`src/rtl/subservient_sram_arb.sv`:
```
// subservient_sram_arb: shares the single byte-wide SRAM between the core's
// byte port and the host Wishbone word port. Host words are split into one
// SRAM cycle per selected byte lane; core bytes pass through one at a time.
// All outputs are registered.
// Build option: define SUBSERVIENT_ARB_RR_EN for round-robin tie-breaking;
// otherwise the host wins every tie.
module subservient_sram_arb #(
  parameter int unsigned AW = 10
) (
  input  logic          wb_clk_i,
  input  logic          wb_rstn_i,
  input  logic          wbs_cyc_i,
  input  logic          wbs_stb_i,
  input  logic          wbs_we_i,
  input  logic [3:0]    wbs_sel_i,
  input  logic [AW-1:0] wbs_adr_i,
  input  logic [31:0]   wbs_dat_i,
  output logic          wbs_ack_o,
  output logic [31:0]   wbs_dat_o,
  input  logic          core_req_i,
  input  logic          core_we_i,
  input  logic [AW-1:0] core_adr_i,
  input  logic [7:0]    core_dat_i,
  output logic          core_ack_o,
  output logic [7:0]    core_dat_o,
  output logic          sram_en_o,
  output logic          sram_we_o,
  output logic [AW-1:0] sram_adr_o,
  output logic [7:0]    sram_dat_o,
  input  logic [7:0]    sram_dat_i
);

`ifdef SUBSERVIENT_ARB_RR_EN
  localparam bit RR_EN = 1'b1;
`else
  localparam bit RR_EN = 1'b0;
`endif

  typedef enum logic [2:0] {
    IDLE,
    C_ISSUE,
    C_WAIT,
    C_ACK,
    H_ISSUE,
    H_WAIT,
    H_ACK
  } state_t;

  state_t      state;
  logic        last_core;   // 1: last grant went to the core, 0: to the host
  logic [3:0]  lane_mask;   // host lanes still to be issued
  logic        xfer_we;     // write flag of the transfer in progress
  logic        aborted;     // host dropped cyc mid-word: no ack
  logic        rd_ret;      // a host read lane returns data this cycle
  logic [1:0]  ret_lane;    // lane whose read data is returning

  logic        host_req;
  logic        grant_core;
  logic [1:0]  first_lane;
  logic [1:0]  next_lane;
  logic        unused_adr_lsb;

  function automatic logic [1:0] low_lane(input logic [3:0] m);
    if (m[0])      low_lane = 2'd0;
    else if (m[1]) low_lane = 2'd1;
    else if (m[2]) low_lane = 2'd2;
    else           low_lane = 2'd3;
  endfunction

  // Request decode, tie-break and lane selection
  always_comb begin
    host_req       = wbs_cyc_i & wbs_stb_i;
    grant_core     = core_req_i & (~host_req | (RR_EN & ~last_core));
    first_lane     = low_lane(wbs_sel_i);
    next_lane      = low_lane(lane_mask);
    unused_adr_lsb = ^wbs_adr_i[1:0];
  end

  // Arbitration and SRAM sequencing FSM with registered outputs
  always_ff @(posedge wb_clk_i or negedge wb_rstn_i) begin
    if (!wb_rstn_i) begin
      state      <= IDLE;
      last_core  <= 1'b0;
      lane_mask  <= '0;
      xfer_we    <= 1'b0;
      aborted    <= 1'b0;
      rd_ret     <= 1'b0;
      ret_lane   <= '0;
      wbs_ack_o  <= 1'b0;
      wbs_dat_o  <= '0;
      core_ack_o <= 1'b0;
      core_dat_o <= '0;
      sram_en_o  <= 1'b0;
      sram_we_o  <= 1'b0;
      sram_adr_o <= '0;
      sram_dat_o <= '0;
    end else begin
      sram_en_o  <= 1'b0;
      sram_we_o  <= 1'b0;
      wbs_ack_o  <= 1'b0;
      core_ack_o <= 1'b0;
      // SRAM read data follows its issue cycle by one; the lane is the
      // low address bits of the cycle that was issued.
      rd_ret     <= sram_en_o & ~sram_we_o & (state == H_ISSUE);
      ret_lane   <= sram_adr_o[1:0];

      unique case (state)
        IDLE: begin
          if (grant_core) begin
            last_core  <= 1'b1;
            xfer_we    <= core_we_i;
            sram_en_o  <= 1'b1;
            sram_we_o  <= core_we_i;
            sram_adr_o <= core_adr_i;
            sram_dat_o <= core_dat_i;
            state      <= C_ISSUE;
          end else if (host_req) begin
            last_core <= 1'b0;
            xfer_we   <= wbs_we_i;
            aborted   <= 1'b0;
            if (!wbs_we_i)
              wbs_dat_o <= '0;
            if (wbs_sel_i != 4'b0000) begin
              sram_en_o  <= 1'b1;
              sram_we_o  <= wbs_we_i;
              sram_adr_o <= {wbs_adr_i[AW-1:2], first_lane};
              sram_dat_o <= wbs_dat_i[{first_lane, 3'b000} +: 8];
              lane_mask  <= wbs_sel_i & ~(4'b0001 << first_lane);
              state      <= H_ISSUE;
            end else begin
              wbs_ack_o <= 1'b1;
              state     <= H_ACK;
            end
          end
        end

        C_ISSUE: state <= C_WAIT;

        C_WAIT: begin
          if (!xfer_we)
            core_dat_o <= sram_dat_i;
          core_ack_o <= 1'b1;
          state      <= C_ACK;
        end

        C_ACK: state <= IDLE;

        H_ISSUE: begin
          if (rd_ret)
            wbs_dat_o[{ret_lane, 3'b000} +: 8] <= sram_dat_i;
          if (!wbs_cyc_i) begin
            aborted <= 1'b1;
            state   <= H_WAIT;
          end else if (lane_mask != 4'b0000) begin
            sram_en_o  <= 1'b1;
            sram_we_o  <= xfer_we;
            sram_adr_o <= {wbs_adr_i[AW-1:2], next_lane};
            sram_dat_o <= wbs_dat_i[{next_lane, 3'b000} +: 8];
            lane_mask  <= lane_mask & ~(4'b0001 << next_lane);
          end else begin
            state <= H_WAIT;
          end
        end

        H_WAIT: begin
          if (rd_ret)
            wbs_dat_o[{ret_lane, 3'b000} +: 8] <= sram_dat_i;
          if (aborted) begin
            state <= IDLE;
          end else begin
            wbs_ack_o <= 1'b1;
            state     <= H_ACK;
          end
        end

        H_ACK: state <= IDLE;

        default: state <= IDLE;
      endcase
    end
  end

endmodule
```
`config.mk`:
```
export PLATFORM = sky130hd
export DESIGN_NAME = subservient_sram_arb
export DESIGN_NICKNAME = d
export VERILOG_FILES = /design/src/rtl/subservient_sram_arb.sv
export SDC_FILE = /design/constraint.sdc
export NUM_CORES = 1
export LEC_CHECK = 0
export BUFFER_PORTS_ARGS = -buffer_cell sky130_fd_sc_hd__buf_4
export CORE_MARGIN = 5
export CORE_UTILIZATION = 55
export DETAILED_ROUTE_END_ITERATION = 6
export GPL_ROUTABILITY_DRIVEN = 0
export GPL_TIMING_DRIVEN = 0
export PLACE_DENSITY = 0.86
export SLEW_MARGIN = 15
export SYNTH_ARGS = -nofsm -noshare
export SYNTH_HDL_FRONTEND = slang
export SYNTH_SLANG_ARGS = --single-unit
```
`constraint.sdc`:
```
create_clock -name wb_clk_i -period 3.9 [get_ports wb_clk_i]
set_clock_uncertainty 0.2 [all_clocks]
set_input_delay 0.195 -clock wb_clk_i [delete_from_list [all_inputs] [get_ports wb_clk_i]]
set_output_delay 0.195 -clock wb_clk_i [all_outputs]
set_load 0.03 [all_outputs]
```
After elaboration in Yosys (flattened, before gate mapping). Cells that the tools add are included.

Add/sub/neg operators: 1. Eq/ne operators: 15. Shift operators: 6. Mux-type cells: 61. Bitwise operators: 11. Reduce and logical (&&, ||, !) cells: 14.

Operator list (number): 32-bit two-way mux (4); 32-bit one-hot mux with 2 select lines (1); 32-bit by 6-bit indexed part select with 8-bit output (2); 10-bit two-way mux (5); 8-bit two-way mux (5); 32-bit bitwise mux (1); 8-bit by 7-bit variable shift with 32-bit output, first input constant (1); 8-bit by 7-bit indexed part select with 32-bit output (1); 1-bit two-way mux (22); 4-bit two-way mux (5); 10-bit one-hot mux with 2 select lines (1); 8-bit one-hot mux with 2 select lines (1); 3-bit two-way mux (5); 3-bit one-hot mux with 5 select lines (1); 2-bit != test, second input constant (6); 2-bit two-way mux (5); 5-bit AND reduction (2); 3-bit != test, second input constant (3); 4-bit AND (2); 4-bit inverter (2); 1-bit one-hot mux with 2 select lines (4); 4-bit one-hot mux with 2 select lines (1); 4-bit nonzero test (2); 1-bit by 2-bit << shifter with 4-bit output, first input constant (2); 13 further kinds (24).

Bits in registers: 74. Input bits: 79. Output and inout port bits: 62. Logic and storage cells: 122.

Longest topological paths before layout. Gate-level depths: netlist of the first run.

Depth after elaboration: 10. Gate-level depth with buffers: 7. Gate-level depth less buffers: 6.

Least setup slack after synthesis of the first run. OpenSTA, ideal clock, no wires.

Kind: register -> register. From: reg state[0]. To: reg sram_adr_o[8]. Setup time: 0.128 ns. Arrival: 1.840 ns. Required time: 3.572 ns. Setup slack: 1.733 ns. Stages on the path, launching flop included: 7. Buffers on the path: 2. Period minus slack after synthesis: 2.167 ns. Cell sequence: dfrtp_1 -> or3b_1 -> buf_2 -> nand2_2 -> buf_2 -> mux2_1 -> mux2_1.

Cells in the longest elaborated chain, start to end: 3. Elaborated cells between the ends (all ways): 9. Those cells by class: eq/ne: 5; mux: 1; reduce/logical: 3.

Ends and longest elaborated chain: start, declared (line 49) `state_t state;`; start signal, assigned (line 82) `state <= IDLE;`; start signal, assigned (line 116) `state <= C_ISSUE;`; start signal, assigned (line 129) `state <= H_ISSUE;`; 3-bit == test or 3-bit logical NOT (tied branches) (line 107) `unique case (state)`; 2-bit by 1-bit != test with 1-bit output (no line) (tied with other cells); 5-bit AND reduction (no line); end signal, assigned (line 114) `sram_adr_o <= core_adr_i;`; end signal, assigned (line 126) `sram_adr_o <= {wbs_adr_i[AW-1:2], first_lane};`; end signal, assigned (line 157) `sram_adr_o <= {wbs_adr_i[AW-1:2], next_lane};`; end, declared (line 28) `output logic [AW-1:0] sram_adr_o,`.

Several ways; a longest one is shown, not always the timed one. A chain may end at the register's enable or synchronous reset.

Worst setup path in the final report of the first run.
From: reg state[0]. To: reg sram_adr_o[9].

Same word-level chain as after synthesis.

==> reports/summary.txt, run 1 <==
Status -> completed
Sink count of the clock tree -> 74
DR vias -> 3828
Crit path DAT -> 3010 ps
Area growth from synthesis to layout -> 40.2%
Root buf cell -> clkbuf_8
Combinational Power Share -> 46.2%
Number of buffers created by CTS -> 9
Skew-Pair Late Insertion Delay -> 350 ps
Die area -> 9320 µm²
Crit. Startpoint -> state[0]
Yosys warns -> 0
Sw Share -> 39.2%
PwrDens -> 603 nW/µm²
Leakage -> 2.81 nW
Initial Utilization -> 56.5%
F_max -> 336 MHz
Max-cap violations -> 0
Post-Route Setup TNS -> 0 ps
Hold_buf cts -> 24
Met3 Use GR -> 6.27%
Critical path class -> register to register
Crit path required time -> 3930 ps
Final cycle utilization of the critical path -> 76.3%
Layout cells sized above 1 -> 33.1%
Pre-CTS setup slack -> 1500 ps
Net Count, Synth -> 489
Antenna violations before repair -> 0
Critical path launch point type -> register
Relative slew slack -> 39.7%
Chip Height -> 96.5 µm
R2r setup slk -> 920 ps
EDFF count, synth -> 0
Largest net degree at the start of global routing -> 75
Crit-path slowest cell -> dlygate4sd3_1
Worst-path maximum fanout -> 10
Inserted Diodes -> 0
FF-to-FF Start -> state[0]
Number of synthesized register bits -> 74
Cell variety after synth -> 51
Final WS setup -> 923 ps
Met2 GRT Util -> 46.6%
Clock transition at path regs -> 80 ps
Async SR Flop Fraction -> 100%
IO Port Bufs -> 137
Cells on worst reg2reg path -> 7
Critical path's largest stage delay -> 560 ps
DP HPWL -> 8720 µm
CP bufs+invs -> 3
Post-Syn Area -> 4120 µm²
# H-tree levels -> 3
RSZ-0062 raised after global routing -> no
Worst Hold Depth -> 3
Max Buffers Root-to-Sink -> 2
Delay-heaviest family, CP -> buffers and inverters
Cells after Synth -> 405
CTS tree -> done
Setup bufs post-CTS -> 0
Overall routing resource usage -> 26.1%
Final Hold Fails -> 0
Grt ovf -> 0
Fin. max-slew vios -> 0
Min Tclk post-route -> 2980 ps
Final std cells w/o fill -> 682
Fin nets -> 662
Final ANT Viol Nets -> 0
Ys flop type -> dfrtp_1
Sequential fraction of the synthesis area -> 45.0%
Placed cell count -> 641
Share of power burned in registers -> 32.7%
Worst hold-check path type -> input port to register
Worst Setup EP -> sram_adr_o[9]
Critical path cell sequence -> or3b_1, buf_2, nand2_2, buf_2, mux2_1, dlygate4sd3_1, mux2_1
Top Ports -> 141
Die width -> 96.5 µm
Residual DRC -> 0
Worst path depth -> 7
Initial DRC count -> 164
Global-route wire length before repair -> 18700 µm
P_int -> 2.12 mW
Most used routing layer -> met2
Synthesized area per cell -> 10.2 µm²
VDD IR-drop max -> 263 µV
CP endpoint kind -> register
R2r endpoint -> sram_adr_o[9]
# setup viols final -> 0
Final wirelength -> 11900 µm
Met1 usage in global routing -> 30.3%
Finished Core Util -> 79.2%
DR vias/cell -> 5.61
Worst-Margin Slew -> 904 ps
Wire per inst -> 17.5 µm
Sw Pwr -> 1.37 mW
# rows -> 31
Clock power frac -> 21.1%
Vias in the first global route -> 3964
CTS resizes -> 0
First-pass DRT Iterations -> 4
Core area -> 7290 µm²
[worst min-delay path, cell delays in order]
cell and delay [ps]:
buf_4 70, mux2_2 140, mux2_1 120
[area by class of cell]
cell class / count / area [µm²]
Buffer: 26 / 126
Fill cell: 473 / 1520
Clock inverter: 6 / 114
Clock buffer: 10 / 138
Multi-Input combinational cell: 269 / 2010
Timing Repair Buffer: 162 / 1280
Tap cell: 99 / 124
Inverter: 36 / 135
Sequential cell: 74 / 1850
[per-stage QoR]
stage                     hold WS [ps]  power, mW  instance area [µm²]
final                             6.80       3.48                 5770
after global routing              10.6       3.66                 5770
after CTS                        0.377       3.49                 5760
after detailed placement           179       2.73                 5270
after global placement             179       2.68                 5270
after floorplan                   -301       2.16                 4120
[cells in the mapped netlist (all sizes together), types with 10 or more instances]
library cell  count  share of area (%)
mux2i            49                 12
buf              17                2.2
inv              35                3.2
nor2b            19                2.9
mux2             25                6.8
nor2             12                1.1
a21oi            12                1.5
a211oi           24                4.4
nand2            40                3.7
dfrtp            74                 45
o22ai            10                1.5
[cells by family after synthesis]
group / after synthesis / share of synthesized area [%]
AND/OR/NAND/NOR: 119 / 15.8
multiplexers: 74 / 18.7
flip-flops: 74 / 45.0
AO/OA/AOI/OAI: 71 / 12.7
buffers and inverters: 62 / 6.35
adder cells (fa/ha/maj): 5 / 1.52
[registers in the layout (all words and copies together) (netlist names)]
register    flops
wbs_dat_o      32
state           3
rd_ret          1
aborted         1
sram_adr_o     10
lane_mask       4
core_ack_o      1
sram_en_o       1
xfer_we         1
ret_lane        2
wbs_ack_o       1
core_dat_o      8
sram_dat_o      8
sram_we_o       1
[layer usage]
metal | part of all wire [%] | vias up
met3 | 8.1 | 24
met2 | 52 | 190
li1 | - | 1769
met1 | 38 | 1845
met4 | 2.0 | 0
met5 | 0 | -
[power by group through the flow]
stage	Combinational [mW]	Sequential [mW]	Clock [mW]
finish	1.61	1.14	0.735
global route	1.72	1.17	0.780
CTS	1.61	1.14	0.742
detailed placement	1.58	1.15	0
global placement	1.54	1.14	0
floorplan	0.699	1.46	0
[worst min-delay path by stage]
stage | from | to | slack (ps)
finish | core_adr_i[7] | sram_adr_o[7] | 7
detailed placement | wb_rstn_i | wbs_dat_o[2] | 180
CTS | core_adr_i[2] | sram_adr_o[2] | 0.4
global placement | wb_rstn_i | wbs_dat_o[7] | 180
floorplan | wb_rstn_i | aborted | -300
global route | wbs_adr_i[2] | sram_adr_o[2] | 10
[placed cells by master (no fill, tap or decap), types with 14 or more instances in the layout]
| cell | instances |
|---|---|
| a211oi_1 | 24 |
| buf_4 | 137 |
| dfrtp_1 | 74 |
| dlygate4sd3_1 | 25 |
| inv_1 | 34 |
| mux2_2 | 14 |
| mux2i_1 | 49 |
| nand2_1 | 39 |
| nor2b_1 | 19 |
No activity file was read; power rests on OpenSTA's default activity.
==> run 2: changes to the inputs <==
--- a/config.mk
+++ b/config.mk
@@ -7,11 +7,11 @@
 export LEC_CHECK = 0
 export BUFFER_PORTS_ARGS = -buffer_cell sky130_fd_sc_hd__buf_4
 export CORE_MARGIN = 5
-export CORE_UTILIZATION = 55
+export CORE_UTILIZATION = 51
 export DETAILED_ROUTE_END_ITERATION = 6
 export GPL_ROUTABILITY_DRIVEN = 0
 export GPL_TIMING_DRIVEN = 0
-export PLACE_DENSITY = 0.86
+export PLACE_DENSITY = 0.81
 export SLEW_MARGIN = 15
 export SYNTH_ARGS = -nofsm -noshare
 export SYNTH_HDL_FRONTEND = slang
==> constraint.sdc (replaced) <==
create_clock -name wb_clk_i -period 2.8 [get_ports wb_clk_i]
set_clock_uncertainty 0.2 [all_clocks]
set_input_delay 0.14 -clock wb_clk_i [delete_from_list [all_inputs] [get_ports wb_clk_i]]
set_output_delay 0.14 -clock wb_clk_i [all_outputs]
set_load 0.03 [all_outputs]
==> reports/summary.txt, run 2 (synthesis results as in run 1) <==
Initial DRC count -> 158 (-3.7%)
Layout cells sized above 1 -> 31.6% (-1.5 points)
Critical path's largest stage delay -> 560 ps (about the same)
Skew-Pair Late Insertion Delay -> 350 ps (about the same)
# rows -> 32 (+3.2%)
Max reg flops -> 32 (unchanged)
Delay-heaviest family, CP -> buffers and inverters
Die width -> 99.9 µm (+3.4%)
Critical path class -> register to register
Post-Route Setup TNS -> 0 ps (unchanged)
Grt ovf -> 0 (unchanged)
Total power -> 4.62 mW (+33%)
Min Tclk post-route -> 2730 ps (-252 ps)
CP bufs+invs -> 2 (-1)
Seq. cell area -> 1850 µm² (unchanged)
DP HPWL -> 8790 µm (+0.84%)
Final Hold Fails -> 0 (unchanged)
Chip Height -> 99.9 µm (+3.4%)
Crit path DAT -> 2760 ps (-250 ps)
IO Port Bufs -> 137 (unchanged)
Antenna violations before repair -> 0 (unchanged)
Residual DRC -> 0 (unchanged)
F_max -> 367 MHz (+9.2%)
Largest net degree at the start of global routing -> 75 (unchanged)
CTS tree -> done
Crit-path slowest cell -> dlygate4sd3_1
Final ANT Viol Nets -> 0 (unchanged)
Wire per inst -> 17.9 µm (+2.5%)
# setup viols final -> 0 (unchanged)
Vias in the first global route -> 4149 (+4.7%)
Core area -> 7810 µm² (+7.1%)
Clock transition at path regs -> 80 ps (about the same)
# H-tree levels -> 3 (unchanged)
CTS resizes -> 0 (unchanged)
Crit path required time -> 2830 ps (-1100 ps)
Biggest register -> wbs_dat_o
Worst hold-check path type -> input port to register
Global-route wire length before repair -> 20300 µm (+8.4%)
Leakage -> 2.86 nW (+1.8%)
Relative slew slack -> 37.9% (-1.8 points)
Fin. max-slew vios -> 0 (unchanged)
Worst-Margin Slew -> 932 ps (+27.4 ps)
Top Ports -> 141 (unchanged)
Worst-path maximum fanout -> 7 (-3)
DR vias/cell -> 5.58 (-0.58%)
Sink count of the clock tree -> 74 (unchanged)
RSZ-0062 raised after global routing -> no
Fill cells -> 529 (+12%)
Overall routing resource usage -> 25.6% (-0.53 points)
Final cycle utilization of the critical path -> 97.3% (+21 points)
VDD IR-drop max -> 372 µV (+42%)
Area of the multi-input gates -> 2010 µm² (unchanged)
Top flop regs -> wbs_dat_o (32), sram_adr_o (10)
Fin nets -> 682 (+3.0%)
Critical path cell sequence -> or3b_1, buf_2, nand2_2, mux2_2, dlygate4sd3_1, mux2_1
Critical path launch point type -> register
Area growth from synthesis to layout -> 43.2%
Root buf cell -> clkbuf_8
Most frequent cells in the layout -> buf_4, dfrtp_1, mux2i_1
PwrDens -> 783 nW/µm² (+30%)
First-pass DRT Iterations -> 5 (+1)
Number of buffers created by CTS -> 9 (unchanged)
DR vias -> 3934 (+2.8%)
Max-cap violations -> 0 (unchanged)
Final wirelength -> 12700 µm (+6.0%)
Max Buffers Root-to-Sink -> 2 (unchanged)
Initial Utilization -> 52.8% (-3.7 points)
Commonest non-fill, non-tap cell in the layout -> buf_4
CP endpoint kind -> register
Status -> completed
Die area -> 9970 µm² (+7.0%)
run 2: timing repair:
item,4_1_cts,5_1_grt
hold endpoints to repair,134,0
hold buffers,45,0
buffers inserted,0,0
run 2: worst min-delay path, delay by kind of cell:
family / cells / cell delay, ps
compound gates: 2 / 300
buf+inv: 1 / 90
run 2: stage by stage:
stage | setup slack (ps) | hold WS (ps) | util (%) | std cells | cell area (µm²)
5_1_grt | 0.395 | 42.6 | 75.5 | 704 | 5900
4_1_cts | 95.0 | 2.05 | 75.5 | 704 | 5900
6_report | 74.9 | 8.47 | 75.6 | 705 | 5900
3_5_place_dp | 342 | 137 | 67.6 | 644 | 5280
2_1_floorplan | 633 | -356 | - | 405 | 4120
3_3_place_gp | 393 | 129 | 67.6 | 644 | 5280
run 2: layer usage:
metal  vias to the layer above  share of wire [%]  track usage [%]
li1                       1808                  -                -
met1                      1843                 39             30.4
met2                       241                 49             43.0
met3                        42                8.4             5.84
met4                         0                3.7             13.6
met5                         -                  0                0
run 2: layout make-up:
| type | count | share of cell area (%) |
|---|---|---|
| antenna | 1 | 0.0424 |
| buffer | 26 | 2.14 |
| clock buffer | 13 | 2.69 |
| clock inverter | 2 | 0.212 |
| inverter | 36 | 2.29 |
| multi-input combinational | 269 | 34.0 |
| sequential | 74 | 31.4 |
| tap | 102 | 2.16 |
| timing repair buffer | 182 | 25.1 |
run 2: final timing paths:
path	from	end	slack, ps	depth (start not counted)
setup / recovery	state[0]	sram_adr_o[2]	70	6
hold / removal	wbs_dat_i[7]	sram_dat_o[7]	8	3
setup reg to reg	state[0]	sram_adr_o[2]	70	6
hold reg to reg	sram_adr_o[1]	ret_lane[1]	210	0
max in group asynchronous	wb_rstn_i	core_dat_o[2]	1520	2
min in group asynchronous	wb_rstn_i	wbs_dat_o[1]	260	2
run 2: report_power, final:
group / leakage, nW / switching, mW / internal [mW]
clock: 0.0855 / 0.382 / 0.365
combinational: 1.81 / 1.30 / 0.978
sequential: 0.966 / 0.223 / 1.37
total: 2.86 / 1.90 / 2.72
